File: src/rtl/bp_cfg_loader.sv
// Purpose : shadow/active configuration bank; per-field validation, then an atomic commit.
// Latency : a full pass makes the new config visible num_fields_p+2 cycles after the commit write.
// Backpr. : wr_ready_o is low while a CHECK/COMMIT is in flight; the writer holds wr_v_i until ready.
//
// Ports:
//   clk_i, reset_i       clock, synchronous active-high reset
//   wr_v_i/wr_ready_o    write handshake carrying wr_id_i, wr_data_i, wr_commit_i
//   rd_id_i/rd_data_o    combinational read of the active bank
//   cfg_v_o              a validated config has been committed (sticky until reset)
//   busy_o               validation or commit in progress
//   err_o/err_id_o       last commit failed; first failing field id
module bp_cfg_loader #(
  parameter int field_width_p = 16,
  parameter int num_fields_p  = 16,
  parameter logic [num_fields_p-1:0] nz_mask_p   = '1,
  parameter logic [num_fields_p-1:0] pow2_mask_p = '0,
  localparam int lg_fields_lp = (num_fields_p > 1) ? $clog2(num_fields_p) : 1
) (
  input  logic                     clk_i,
  input  logic                     reset_i,
  input  logic                     wr_v_i,
  input  logic [lg_fields_lp-1:0]  wr_id_i,
  input  logic [field_width_p-1:0] wr_data_i,
  input  logic                     wr_commit_i,
  output logic                     wr_ready_o,
  input  logic [lg_fields_lp-1:0]  rd_id_i,
  output logic [field_width_p-1:0] rd_data_o,
  output logic                     cfg_v_o,
  output logic                     busy_o,
  output logic                     err_o,
  output logic [lg_fields_lp-1:0]  err_id_o
);

  typedef enum logic [1:0] {
    S_IDLE   = 2'd0,
    S_CHECK  = 2'd1,
    S_COMMIT = 2'd2,
    S_ERROR  = 2'd3
  } state_e;

  state_e                   state_q, state_n;
  logic [lg_fields_lp-1:0]  chk_idx_q;
  logic [num_fields_p-1:0]  written_q;
  logic [field_width_p-1:0] shadow_q [num_fields_p];
  logic [field_width_p-1:0] active_q [num_fields_p];
  logic                     cfg_v_q;
  logic [lg_fields_lp-1:0]  err_id_q;

  logic                     wr_fire;
  logic                     wr_id_ok;
  logic                     rd_id_ok;
  logic                     chk_last;
  logic                     fld_fail;
  logic [field_width_p-1:0] cur_val;

  assign wr_ready_o = (state_q == S_IDLE) || (state_q == S_ERROR);
  assign wr_fire    = wr_v_i && wr_ready_o;
  // Out-of-range ids are dropped on both ports; a commit riding on one still counts.
  assign wr_id_ok   = 32'(wr_id_i) < num_fields_p;
  assign rd_id_ok   = 32'(rd_id_i) < num_fields_p;
  assign chk_last   = 32'(chk_idx_q) == (num_fields_p - 1);

  // One field examined per CHECK cycle. Power-of-two test: nonzero with a single bit set.
  always_comb begin
    cur_val  = shadow_q[chk_idx_q];
    fld_fail = 1'b0;
    if (!written_q[chk_idx_q])
      fld_fail = 1'b1;
    if (nz_mask_p[chk_idx_q] && (cur_val == '0))
      fld_fail = 1'b1;
    if (pow2_mask_p[chk_idx_q] &&
        ((cur_val == '0) || ((cur_val & (cur_val - field_width_p'(1))) != '0)))
      fld_fail = 1'b1;
  end

  always_comb begin
    state_n = state_q;
    case (state_q)
      S_IDLE:   if (wr_fire && wr_commit_i) state_n = S_CHECK;
      S_CHECK: begin
        if (fld_fail)      state_n = S_ERROR;
        else if (chk_last) state_n = S_COMMIT;
      end
      S_COMMIT: state_n = S_IDLE;
      S_ERROR:  if (wr_fire) state_n = wr_commit_i ? S_CHECK : S_IDLE;
      default:  state_n = S_IDLE;
    endcase
  end

  always_ff @(posedge clk_i) begin
    if (reset_i) begin
      state_q   <= S_IDLE;
      chk_idx_q <= '0;
      written_q <= '0;
      cfg_v_q   <= 1'b0;
      err_id_q  <= '0;
      for (int i = 0; i < num_fields_p; i++) begin
        shadow_q[i] <= '0;
        active_q[i] <= '0;
      end
    end else begin
      state_q   <= state_n;
      // Index restarts at 0 whenever CHECK is (re)entered.
      chk_idx_q <= (state_q == S_CHECK) ? chk_idx_q + 1'b1 : '0;

      if (wr_fire && wr_id_ok) begin
        shadow_q[wr_id_i]  <= wr_data_i;
        written_q[wr_id_i] <= 1'b1;
      end

      if ((state_q == S_CHECK) && fld_fail)
        err_id_q <= chk_idx_q;
      else if ((state_q == S_ERROR) && wr_fire)
        err_id_q <= '0;

      // Written mask survives a failed check so a single corrective write can recommit.
      if (state_q == S_COMMIT) begin
        for (int i = 0; i < num_fields_p; i++)
          active_q[i] <= shadow_q[i];
        written_q <= '0;
        cfg_v_q   <= 1'b1;
      end
    end
  end

  assign rd_data_o = rd_id_ok ? active_q[rd_id_i] : '0;
  assign cfg_v_o   = cfg_v_q;
  assign busy_o    = (state_q == S_CHECK) || (state_q == S_COMMIT);
  assign err_o     = (state_q == S_ERROR);
  assign err_id_o  = err_id_q;

  a_wr_only_when_ready: assert property (@(posedge clk_i) disable iff (reset_i)
    (wr_v_i && wr_ready_o) |-> ((state_q == S_IDLE) || (state_q == S_ERROR)));

  a_err_busy_excl: assert property (@(posedge clk_i) disable iff (reset_i)
    !(err_o && busy_o));

endmodule

File: config.mk
export PLATFORM = sky130hd
export DESIGN_NAME = bp_cfg_loader
export DESIGN_NICKNAME = d
export VERILOG_FILES = /design/src/rtl/bp_cfg_loader.sv
export SDC_FILE = /design/constraint.sdc
export NUM_CORES = 1
export LEC_CHECK = 0
export BUFFER_PORTS_ARGS = -buffer_cell sky130_fd_sc_hd__buf_4
export CAP_MARGIN = 10
export CORE_MARGIN = 5
export CORE_UTILIZATION = 50
export CTS_CLUSTER_DIAMETER = 50
export DETAILED_ROUTE_END_ITERATION = 7
export PLACE_DENSITY = 0.62
export SLEW_MARGIN = 40
export SYNTH_ARGS = -nofsm -noshare
export SYNTH_HDL_FRONTEND = slang
export SYNTH_SLANG_ARGS = --single-unit
File: constraint.sdc
create_clock -name clk_i -period 24.4 [get_ports clk_i]
set_input_delay 1.22 -clock clk_i [delete_from_list [all_inputs] [get_ports clk_i]]
set_output_delay 1.22 -clock clk_i [all_outputs]
set_load 0.01 [all_outputs]
## Word level (Yosys, flattened, before mapping)

Memories as Yosys holds them, arrays and structs flattened. A register that Yosys moved wholly into a read port is not among the register bits.
Cells that the tools add are included.

| cells by class | value |
|---|---|
| add/subtract/negate cells | 2 |
| multipliers | 0 |
| div/mod/pow operators | 0 |
| magnitude comparators | 3 |
| equality and inequality tests | 7 |
| shift operators | 0 |
| mux-type cells | 47 |
| bitwise logic cells | 19 |
| reduce and logical (&&, ||, !) cells | 18 |

Operators by type and width:

| cell | count |
|---|---|
| $mux 16 | 17 |
| $mux 4 | 6 |
| $mux 1 | 17 |
| $and 16x16->16 | 1 |
| $logic_not 16->1 | 1 |
| $or 1x1->1 | 16 |
| $or 16x16->16 | 1 |
| $reduce_bool 16->1 | 1 |
| $reduce_or 16->1 | 1 |
| $sub 16x1->16 const B | 1 |
| $lt 4x5->1 const B | 2 |
| $mux 2 | 4 |
| $pmux 2 s4 | 1 |
| $logic_and 1x1->1 | 7 |
| $add 4x1->4 const B | 1 |
| $bmux 1 s4 | 1 |
| $demux 1 s4 | 1 |
| $eq 2x2->1 const B | 2 |
| $eq 4x4->1 const B | 1 |
| $ge 4x1->1 const B | 1 |
| $ne 2x1->1 const B | 2 |
| $reduce_or 2->1 | 2 |
| $logic_or 1x1->1 | 3 |
| $ne 3x3->1 const B | 1 |
| other kinds (5) | 5 |

| word-level totals | value |
|---|---|
| register bits | 27 |
| latch bits | 0 |
| RAM bits | 512 |
| ROM bits | 32 |
| bits of input ports | 28 |
| output and inout bits | 24 |
| word-level logic and storage cells | 105 |
| memories kept | 4 |

Memory list:

| name | words | width | rd ports | clocked after memory_dff | wr ports | RTL line | source |
|---|---|---|---|---|---|---|---|
| active_q | 16 | 16 | 1 | 0 | 16 | 45 | `logic [field_width_p-1:0] active_q [num_fields_p];` |
| shadow_q | 16 | 16 | 17 | 1 | 16 | 44 | `logic [field_width_p-1:0] shadow_q [num_fields_p];` |
| (no name shown) | 16 | 1 | 1 | 1 | 0 | 71 | `if (pow2_mask_p[chk_idx_q] &&` |
| (no name shown) | 16 | 1 | 1 | 1 | 0 | 69 | `if (nz_mask_p[chk_idx_q] && (cur_val == '0))` |

## Depth between registers and ports, before layout

Gate-level depths: netlist (run 1).

| logic depth | value |
|---|---|
| depth in word-level cells | 8 |
| gate-level depth with buffers | 9 |
| depth with buffers taken out | 8 |

## Worst setup path before layout (run 1)

No wires, ideal clock.

| timing path | value |
|---|---|
| path kind | input port to flip-flop |
| start point | input reset_i |
| end point | memory active_q[0][0], enable pin |
| library setup time | 0.720 ns |
| arrival time | 8.472 ns |
| required time | 23.680 ns |
| path slack | 15.208 ns |
| stages | 3 |
| buffers on the path | 1 |
| path through | nor2_1 > inv_1 > buf_1 |

RTL lines:

| what | RTL line | source |
|---|---|---|
| from (decl) | 20 | `input logic reset_i,` |
| to (decl) | 45 |  |

## Worst setup path after layout (run 1)

| timing path | value |
|---|---|
| start point | input rd_id_i[0] |
| end point | output rd_data_o[15] |

| between the ends | value |
|---|---|
| longest elaborated chain between the ends | 1 |

RTL lines:

| what | RTL line | source |
|---|---|---|
| from (decl) | 26 | `input logic [lg_fields_lp-1:0] rd_id_i,` |
| $mem_v2 16x16 | n/a |  |
| to (decl) | 27 | `output logic [field_width_p-1:0] rd_data_o,` |

Every way passes these cells.

==> impl_metrics.csv, run 1 <==
group,metric,value,unit
status,status,"finished clean",
sta,rsz0062_at_grt,"no",
sta,tightest_slew,838,ps
setup_path,slowest_stage,"buf_4",
synthesis,synth-edff-count,512,
sta,fin_ws,19420,ps
synthesis,synth_area_per_cell,15.4,um^2
sta,setup_viol,0,
synthesis,synthDistinctLibCells,52,
synthesis,synth_seq_cells,539,
grt,antenna_found_initial,8,
clock_tree,clk_latency,600,ps
synthesis,synth.net_count,1526,
drt,wl,62900,um
place,pre_cts_slack,19390,ps
grt,grtUsageTotal,25.1,%
place,hpwl,43800,um
grt,grt-ovfl-total,0,
clock_tree,path_clk_slew,50,ps
clock_tree,clock_path_buffers,3,
sta,setup_tns,0,ps
place,placed_area,0.0239,mm^2
sta,hold_violations,0,
sta,period_needed,4980,ps
synthesis,ys_warn_count,0,
layout,nets,1559,
synthesis,ys_seq_area_share,69.2,%
layout,mostFrequentLayoutCells,"edfxtp_1 (512), and2_1 (415), nor2b_1 (99), mux4_2 (82), buf_4 (64)",
drt,wl_per_cell,29.0,um
power_and_ir_drop,total_power,2.28,mW
sta,slew_violations,0,
floorplanning,initial_core_util,50.6,%
drt,dr.pass1.iters,5,
layout,fin_area,0.0257,mm^2
synthesis,ys_top_cells_by_area,"edfxtp_1 (67%), and2_1 (11%), mux4_2 (8.0%)",
grt,grt_pass1_vias,12400,
synthesis,netlist_area,0.0230,mm^2
setup_path,slowest_delay,670,ps
layout,layout.cells.most_common,"edfxtp_1",
floorplanning,dieArea,0.0504,mm^2
layout,num-fill-cells,3573,
floorplanning,chipHeight,224,um
place,port_buffers,51,
setup_path,crit_family,"buffers and inverters",
clock_tree,cts.sinks,539,
setup_path,path_buf_inv,3,
setup_path,cp_max_fo,37,
clock_tree,cts_buffers,57,
setup_path,path_class,"in -> out",
synthesis,yosysTopAreaCell,"edfxtp_1",
grt,grt_pass1_wl,89200,um
drt,first_iter_violations,1653,
place,gp_congestion,0.907,
layout,area_delta_synth_final,11.9,%
setup_path,reg2regPathDepth,7,
clock_tree,cts_setup_buffers,0,
synthesis,synth_ff_type,"edfxtp_1",
setup_path,critPathRequiredTime,23180,ps
setup_path,cp.arrival,3760,ps
floorplanning,num_rows,78,
floorplanning,io_pins,52,
synthesis,synth_top_area_share,66.9,%
layout,drive_above_1_share,16.4,%
worst_hold_path,hold_depth,2,
synthesis,syn_inst,1492,
setup_path,cp_common_cell,"buf_4",
clock_tree,cts_tree,"done",
floorplanning,fp.coreArea,0.0455,mm^2
setup_path,endpoint_kind,"output pin",
power_and_ir_drop,p_per_area,88.8,mW/mm^2
layout,diodes,0,
drt,remaining_drc_errors,0,
clock_tree,cts_max_level,2,
sta,fmax,0.201,GHz
run,drv_cap,0,
drt,postRouteAntennaNets,0,
clock_tree,hold_buffers,0,
power_and_ir_drop,power_leakage,9.22,nW
clock_tree,clock-root-buffer,"clkbuf_16",
worst_hold_path,min_path_type,"reg -> reg",
sta,maxSlewHeadroom,43.6,%
sta,finalCritPeriodShare,20.4,%
setup_path,path_depth,5,
power_and_ir_drop,irDropWorstVdd,0.0520,mV
setup_path,start_kind,"input port",
drt,via_per_inst,5.84,
setup_path,cp_cell_sequence,"buf_4 > buf_4 > mux4_2 > mux4_2 > buf_4",
floorplanning,die_w,224,um
clock_tree,cts_resized,0,
grt,grt_start_max_net_pins,142,
synthesis,async_flop_share,0,%
drt,vias,12700,
sta,finClkSkew,8.35,ps
[through the flow]
| step | cells | hold WS, ps | utilization, % |
|---|---|---|---|
| after floorplan | 1492 | 428 | - |
| after global placement | 2064 | 442 | 52.4 |
| after detailed placement | 2066 | 454 | 52.6 |
| after CTS | 2172 | 465 | 56.6 |
| after global routing | 2172 | 486 | 56.6 |
| final | 2172 | 461 | 56.6 |
[Yosys cell counts, types with 4 or more instances]
cell and count:
edfxtp_1 512, and2_1 415, nor2b_1 100, mux4_2 82, clkbuf_1 75, nor2_1 55, nor4_1 53, dfxtp_1 27
nand3_1 20, nor3_1 16, a21oi_1 14, nand2_1 13, nand4_1 10, a21o_1 9, buf_2 7, inv_1 7
or2_2 7, ha_1 6, nor4b_1 6, buf_1 5, nand2b_1 4, o311ai_1 4
[tightest hold or removal path: stages, from the launching register on]
cell     delay (ps)
dfxtp_1         320
nor2_1           40
nor2_1           70
[path summary, 6_finish.rpt]
check / from / to / slack (ps)
worst min-delay path: written_q[3] / written_q[3] / 460
worst min register to register: written_q[3] / written_q[3] / 460
worst max-delay path: rd_id_i[0] / rd_data_o[15] / 19420
worst max register to register: chk_idx_q[0] / err_id_o[0] / 21210
[logic make-up (layout without fill, tap and decap cells)]
logic type	after synthesis	count (layout)	synth area share (%)
and+or+nand+nor	712	712	18.6
adders and majority gates	6	6	0.327
muxes	86	86	8.35
DFF	539	539	69.2
buffers and inverters	100	180	1.85
xor gates and xnor gates	2	2	0.0762
AOI/OAI and AO/OA	47	47	1.55
[routing by layer]
| layer | GRT usage, % | share of wire, % |
|---|---|---|
| met1 | 35.2 | 41 |
| met2 | 38.6 | 46 |
| met3 | 6.56 | 9.7 |
| met4 | 9.06 | 3.8 |
| met5 | 0 | 0 |
[flip-flops by register name, summed over array words and instances, names as in the netlist]
register,count
shadow_q,256
chk_idx_q,4
written_q,16
state_q,2
active_q,256
err_id_o,4
cfg_v_o,1
[area by class of cell]
class / instances / area [um^2] / share of cell area (%)
Tap cell: 600 / 751 / 2.92
Timing Repair Buffer: 67 / 539 / 2.10
Clock buffer: 73 / 1530 / 5.94
Clock inverter: 33 / 260 / 1.01
Sequential cell: 539 / 15900 / 61.8
Inverter: 7 / 38.8 / 0.151
Multi-Input combinational cell: 853 / 6700 / 26.0
[where the power goes]
group / internal, mW / total [mW] / switching, mW
sequential: 1.14 / 1.21 / 0.0700
combinational: 0.0953 / 0.240 / 0.145
clock: 0.483 / 0.830 / 0.347
total: 1.72 / 2.28 / 0.562
(Power assumes the default switching activity.)
==> inputs of run 2 (changes only) <==
ABC_AREA = 1   (was not set)
PLACE_DENSITY = 0.64   (was 0.62)
clock period = 4.5 ns   (was 24.4 ns; I/O delays follow)
==> impl_metrics.csv, run 2 <==
group,metric,value,unit
grt,grt_pass1_vias,15000,
clock_tree,path_clk_slew,60,ps
sta,hold_violations,0,
synthesis,netlist_area,0.0234,mm^2
setup_path,path_class,"reg -> reg",
synthesis,ys_seq_area_share,67.9,%
drt,first_iter_violations,1732,
power_and_ir_drop,p_per_area,473,mW/mm^2
synthesis,yosysTopAreaCell,"edfxtp_1",
floorplanning,dieArea,0.0513,mm^2
clock_tree,cts_tree,"done",
synthesis,synth-edff-count,512,
clock_tree,cts.sinks,539,
synthesis,synth_top_area_share,65.6,%
synthesis,synth_ff_type,"edfxtp_1",
setup_path,endpoint_kind,"register",
setup_path,critical_path.reg2reg.startpoint,"state_q[0]",
floorplanning,die_w,227,um
synthesis,synth.net_count,2261,
power_and_ir_drop,irDropWorstVdd,0.258,mV
synthesis,synth_seq_cells,539,
synthesis,synthDistinctLibCells,27,
drt,via_per_inst,5.37,
setup_path,cp_max_fo,17,
synthesis,ys_top_cells_by_area,"edfxtp_1 (66%), nor2_1 (10%), inv_1 (6.1%)",
layout,multiInputGateArea,0.00557,mm^2
place,gp_congestion,0.845,
layout,mostFrequentLayoutCells,"nor2_1 (645), edfxtp_1 (512), inv_1 (370), nand2_1 (109)",
floorplanning,chipHeight,227,um
layout,diodes,0,
sta,period_needed,3030,ps
setup_path,reg2regPathDepth,7,
setup_path,cp.arrival,3260,ps
place,placed_area,0.0243,mm^2
worst_hold_path,whs_endpoint,"err_id_o[0]",
sta,finalCritPeriodShare,67.3,%
grt,grt_pass1_wl,90400,um
status,status,"finished clean",
layout,fin_util,56.0,%
grt,grt_start_max_net_pins,121,
setup_path,critPathRequiredTime,4730,ps
drt,wl_per_cell,20.9,um
synthesis,synth_area_per_cell,10.5,um^2
floorplanning,io_pins,52,
setup_path,start_kind,"register",
clock_tree,clock_path_buffers,3,
worst_hold_path,min_from,"wr_v_i",
drt,vias,15500,
clock_tree,clock-root-buffer,"clkbuf_16",
synthesis,synth_common_cells,"nor2_1 (645), edfxtp_1 (512), inv_1 (384)",
clock_tree,cts_buffers,54,
worst_hold_path,min_path_type,"in -> reg",
layout,layout.cells.most_common,"nor2_1",
sta,slew_violations,0,
layout,largest_registers,"active_q (256), shadow_q (256), written_q (16)",
sta,rsz0062_at_grt,"no",
layout,drive_above_1_share,7.67,%
clock_tree,cts_max_level,2,
place,dp.cells,2786,
layout,seqCellArea,0.0159,mm^2
sta,setup_viol,0,
sta,tightest_slew,879,ps
grt,grt-ovfl-total,0,
power_and_ir_drop,power_leakage,10.5,nW
drt,wl,60300,um
setup_path,r2r-end,"shadow_q[7][10]",
layout,num-fill-cells,4008,
sta,fmax,0.330,GHz
sta,maxSlewHeadroom,41.2,%
floorplanning,initial_core_util,50.5,%
drt,dr.pass1.iters,5,
worst_hold_path,hold_depth,4,
sta,timing.hold.ws,29.6,ps
layout,nets,2270,
run,drv_cap,0,
floorplanning,num_rows,79,
clock_tree,cts_setup_buffers,0,
grt,grtUsageTotal,23.5,%
layout,fin_area,0.0260,mm^2
sta,fin_ws,1470,ps
drt,postRouteAntennaNets,0,
grt,antenna_found_initial,0,
synthesis,yosysMostFrequentCell,"nor2_1",
sta,setup_tns,0,ps
layout,area_delta_synth_final,10.9,%
layout,final_cells,2888,
setup_path,worst-r2r-setup-slack,1470,ps
clock_tree,clk_latency,600,ps
sta,finClkSkew,19.4,ps
place,port_buffers,51,
clock_tree,cts_resized,0,
place,pre_cts_slack,1500,ps
synthesis,syn_inst,2227,
synthesis,ys_warn_count,0,
drt,remaining_drc_errors,0,
place,hpwl,37600,um
synthesis,async_flop_share,0,%
power_and_ir_drop,total_power,12.3,mW
floorplanning,fp.coreArea,0.0465,mm^2
==> run 2: cells by family after synthesis <==
kind of cell             Yosys count  share of synthesized area (%)
multiplexers                      64                           2.73
buffers and inverters            506                           8.39
AND/OR/NAND/NOR                  856                           14.5
adder cells (fa/ha/maj)            6                          0.320
AO/OA/AOI/OAI                    256                           6.17
flip-flops                       539                           67.9
==> run 2: final cells by class <==
| class | count | area share (%) |
|---|---|---|
| clock buffer | 67 | 5.58 |
| clock inverter | 34 | 1.02 |
| inverter | 389 | 5.63 |
| multi-input combinational | 1182 | 21.4 |
| sequential | 539 | 61.2 |
| tap | 607 | 2.92 |
| timing repair buffer | 70 | 2.21 |
==> run 2: layer usage <==
| layer | track usage (%) | up-vias | share of wire [%] |
|---|---|---|---|
| li1 | - | 7304 | - |
| met1 | 33.3 | 7522 | 43 |
| met2 | 37.5 | 573 | 46 |
| met3 | 4.39 | 99 | 7.6 |
| met4 | 7.28 | 0 | 3.0 |
| met5 | 0 | - | 0 |
==> run 2: worst max-delay path: stages, from the launching register on <==
cell and delay (ps):
dfxtp_1 400, inv_1 100, ha_1 350, nor2_1 340, nand2_1 250, nor2_1 210
nand2_1 370, nand2_1 650
==> run 2: worst max-delay path by stage <==
stage                           from               to  slack [ps]  cells after the start
after global routing      state_q[0]  shadow_q[11][9]        1230                      7
after detailed placement  state_q[0]  shadow_q[7][11]        1500                      7
after CTS                 state_q[0]   shadow_q[7][8]        1490                      7
after global placement    rd_id_i[1]     rd_data_o[2]        1500                      6
after floorplan           state_q[0]   active_q[0][0]        1210                      5
final                     state_q[0]  shadow_q[7][10]        1470                      7
==> run 2: what timing repair did <==
| action | 4_1_cts | 5_1_grt |
|---|---|---|
| hold endpoints to repair | 1 | 0 |
| hold buffers | 1 | 0 |
| setup endpoints to repair | 0 | 0 |
==> run 2: power breakdown <==
| part | switching [mW] | total [mW] | leakage, nW | internal, mW |
|---|---|---|---|---|
| clock network | 1.89 | 4.40 | 0.859 | 2.51 |
| registers | 0.214 | 6.44 | 5.55 | 6.22 |
| logic | 1.07 | 1.47 | 4.13 | 0.397 |
| total | 3.17 | 12.3 | 10.5 | 9.13 |
==> inputs of run 3 (changes only) <==
PLACE_DENSITY = 0.62   (was 0.64)
clock period = 2.8 ns   (was 4.5 ns; I/O delays follow)
==> impl_metrics.csv, run 3 (same netlist as run 2, synthesis figures left out) <==
group,metric,value,unit
status,status,"finished clean",
sta,setup_tns,0,ps
floorplanning,fp.coreArea,0.0465,mm^2
floorplanning,dieArea,0.0513,mm^2
worst_hold_path,min_path_type,"in -> reg",
setup_path,start_kind,"register",
sta,slew_violations,0,
layout,nets,2330,
setup_path,slowest_stage,"dlygate4sd3_1",
drt,dr.pass1.iters,6,
setup_path,endpoint_kind,"register",
sta,timing.hold.ws,45.5,ps
layout,largest_registers,"active_q (256), shadow_q (256), written_q (16)",
grt,grt-ovfl-total,0,
drt,wl_per_cell,20.8,um
floorplanning,chipHeight,227,um
drt,via_per_inst,5.33,
sta,finalCritPeriodShare,93.6,%
layout,fin_util,57.4,%
setup_path,cp_max_fo,37,
layout,final_cells,2948,
drt,dr_wl_met3,4860,um
drt,vias,15700,
grt,antenna_found_initial,1,
drt,remaining_drc_errors,0,
drt,wl,61400,um
sta,rsz0062_at_grt,"no",
setup_path,cp_cell_sequence,"buf_12 > nor2_1 > nand3_1 > nand2_1 > inv_1 > nor2_1 > nand2_1 > nand2_1 > nand2_1 > nand3_2 > nand3_4 > inv_2 > nand2_1 > a21oi_1 > dlygate4sd3_1",
drt,first_iter_violations,1565,
floorplanning,num_rows,79,
place,hpwl,40000,um
layout,diodes,0,
sta,finClkSkew,18.5,ps
run,drv_cap,0,
setup_path,cp.arrival,3170,ps
sta,tightest_slew,706,ps
layout,layout.cells.most_common,"nor2_1",
layout,drive_above_1_share,9.35,%
sta,setup_viol,0,
grt,grt_pass1_vias,15400,
clock_tree,clock_path_buffers,3,
drt,wl_met1,25600,um
clock_tree,cts_tree,"done",
sta,maxSlewHeadroom,52.9,%
power_and_ir_drop,irDropWorstVdd,0.439,mV
floorplanning,io_pins,52,
clock_tree,clk_latency,610,ps
layout,mostFrequentLayoutCells,"nor2_1 (644), edfxtp_1 (512), inv_1 (379), nand2_1 (110), buf_4 (108)",
clock_tree,cts_max_level,2,
place,dp.cells,2840,
power_and_ir_drop,power_leakage,10.9,nW
place,port_buffers,51,
floorplanning,die_w,227,um
clock_tree,clock-root-buffer,"clkbuf_16",
sta,fmax,0.382,GHz
clock_tree,path_clk_slew,60,ps
setup_path,critPathRequiredTime,3350,ps
drt,dr.max_layer_used,"met5",
floorplanning,initial_core_util,50.5,%
layout,area_delta_synth_final,13.8,%
sta,period_needed,2620,ps
clock_tree,cts_buffers,57,
power_and_ir_drop,p_per_area,762,mW/mm^2
setup_path,cp_common_cell,"nand2_1",
drt,postRouteAntennaNets,0,
setup_path,slowest_delay,560,ps
drt,wl_met2,29100,um
grt,grt_pass1_wl,92200,um
grt,grt_start_max_net_pins,67,
setup_path,path_class,"reg -> reg",
sta,hold_violations,0,
place,gp_congestion,0.855,
power_and_ir_drop,total_power,20.3,mW
grt,grtUsageTotal,24.1,%
clock_tree,cts.sinks,539,
run 3: cell count changes in the layout (fill, tap and decap cells not counted), sizes merged:
cell | previous run | this run
dlygate4sd3 | 1 | 4
bufinv | 4 | 6
clkinvlp | 0 | 2
buf | 68 | 123
clkbuf | 68 | 73
inv | 389 | 390
clkinv | 30 | 22
run 3: layer usage:
metal,vias up,global-route usage (%)
li1,7429,-
met1,7563,33.6
met2,587,39.0
met4,2,7.35
met5,-,0
met3,120,4.60
run 3: worst paths after layout:
check	from	endpoint	slack [ps]	cells past startpoint
max reg2reg	chk_idx_q[0]	err_id_o[3]	180	15
max	chk_idx_q[0]	err_id_o[3]	180	15
min	wr_id_i[2]	written_q[14]	50	5
min reg2reg	written_q[8]	written_q[8]	450	2
run 3: metrics by stage:
| stage | worst slack [ps] | cell area (um^2) |
|---|---|---|
| 6_report | 179 | 26700 |
| 5_1_grt | 37.8 | 26700 |
| 4_1_cts | 108 | 26700 |
| 3_5_place_dp | 534 | 24800 |
| 3_3_place_gp | 618 | 24800 |
| 2_1_floorplan | 303 | 23500 |
run 3: repair_timing:
| item | in CTS | in global routing |
|---|---|---|
| hold buffers | 4 | 0 |
| buffers inserted | 0 | 0 |
| hold endpoints to repair | 5 | 0 |
| setup endpoints to repair | 0 | 1 |
| gates resized for setup | 0 | 1 |
run 3: power breakdown:
group	internal, mW	switching [mW]	total (mW)
logic	0.759	1.83	2.59
clock network	4.34	3.06	7.40
registers	10.0	0.340	10.3
run 3: cell type report:
cell class              instances  area [um^2]
multi-input cells            1182         5570
repair buffers                127         1140
fillers                      3886        19800
clock buffers                  73         1510
flip-flops and latches        539        15900
clock inverters                31          312
well taps                     607          759
inverters                     389         1460
run 3: critical path: cells and delay by family (launching register included):
kind | cells | cell delay (ps)
AND/OR/NAND/NOR | 10 | 1150
buffers and inverters | 4 | 890
flip-flops | 1 | 350
AO/OA/AOI/OAI | 1 | 130
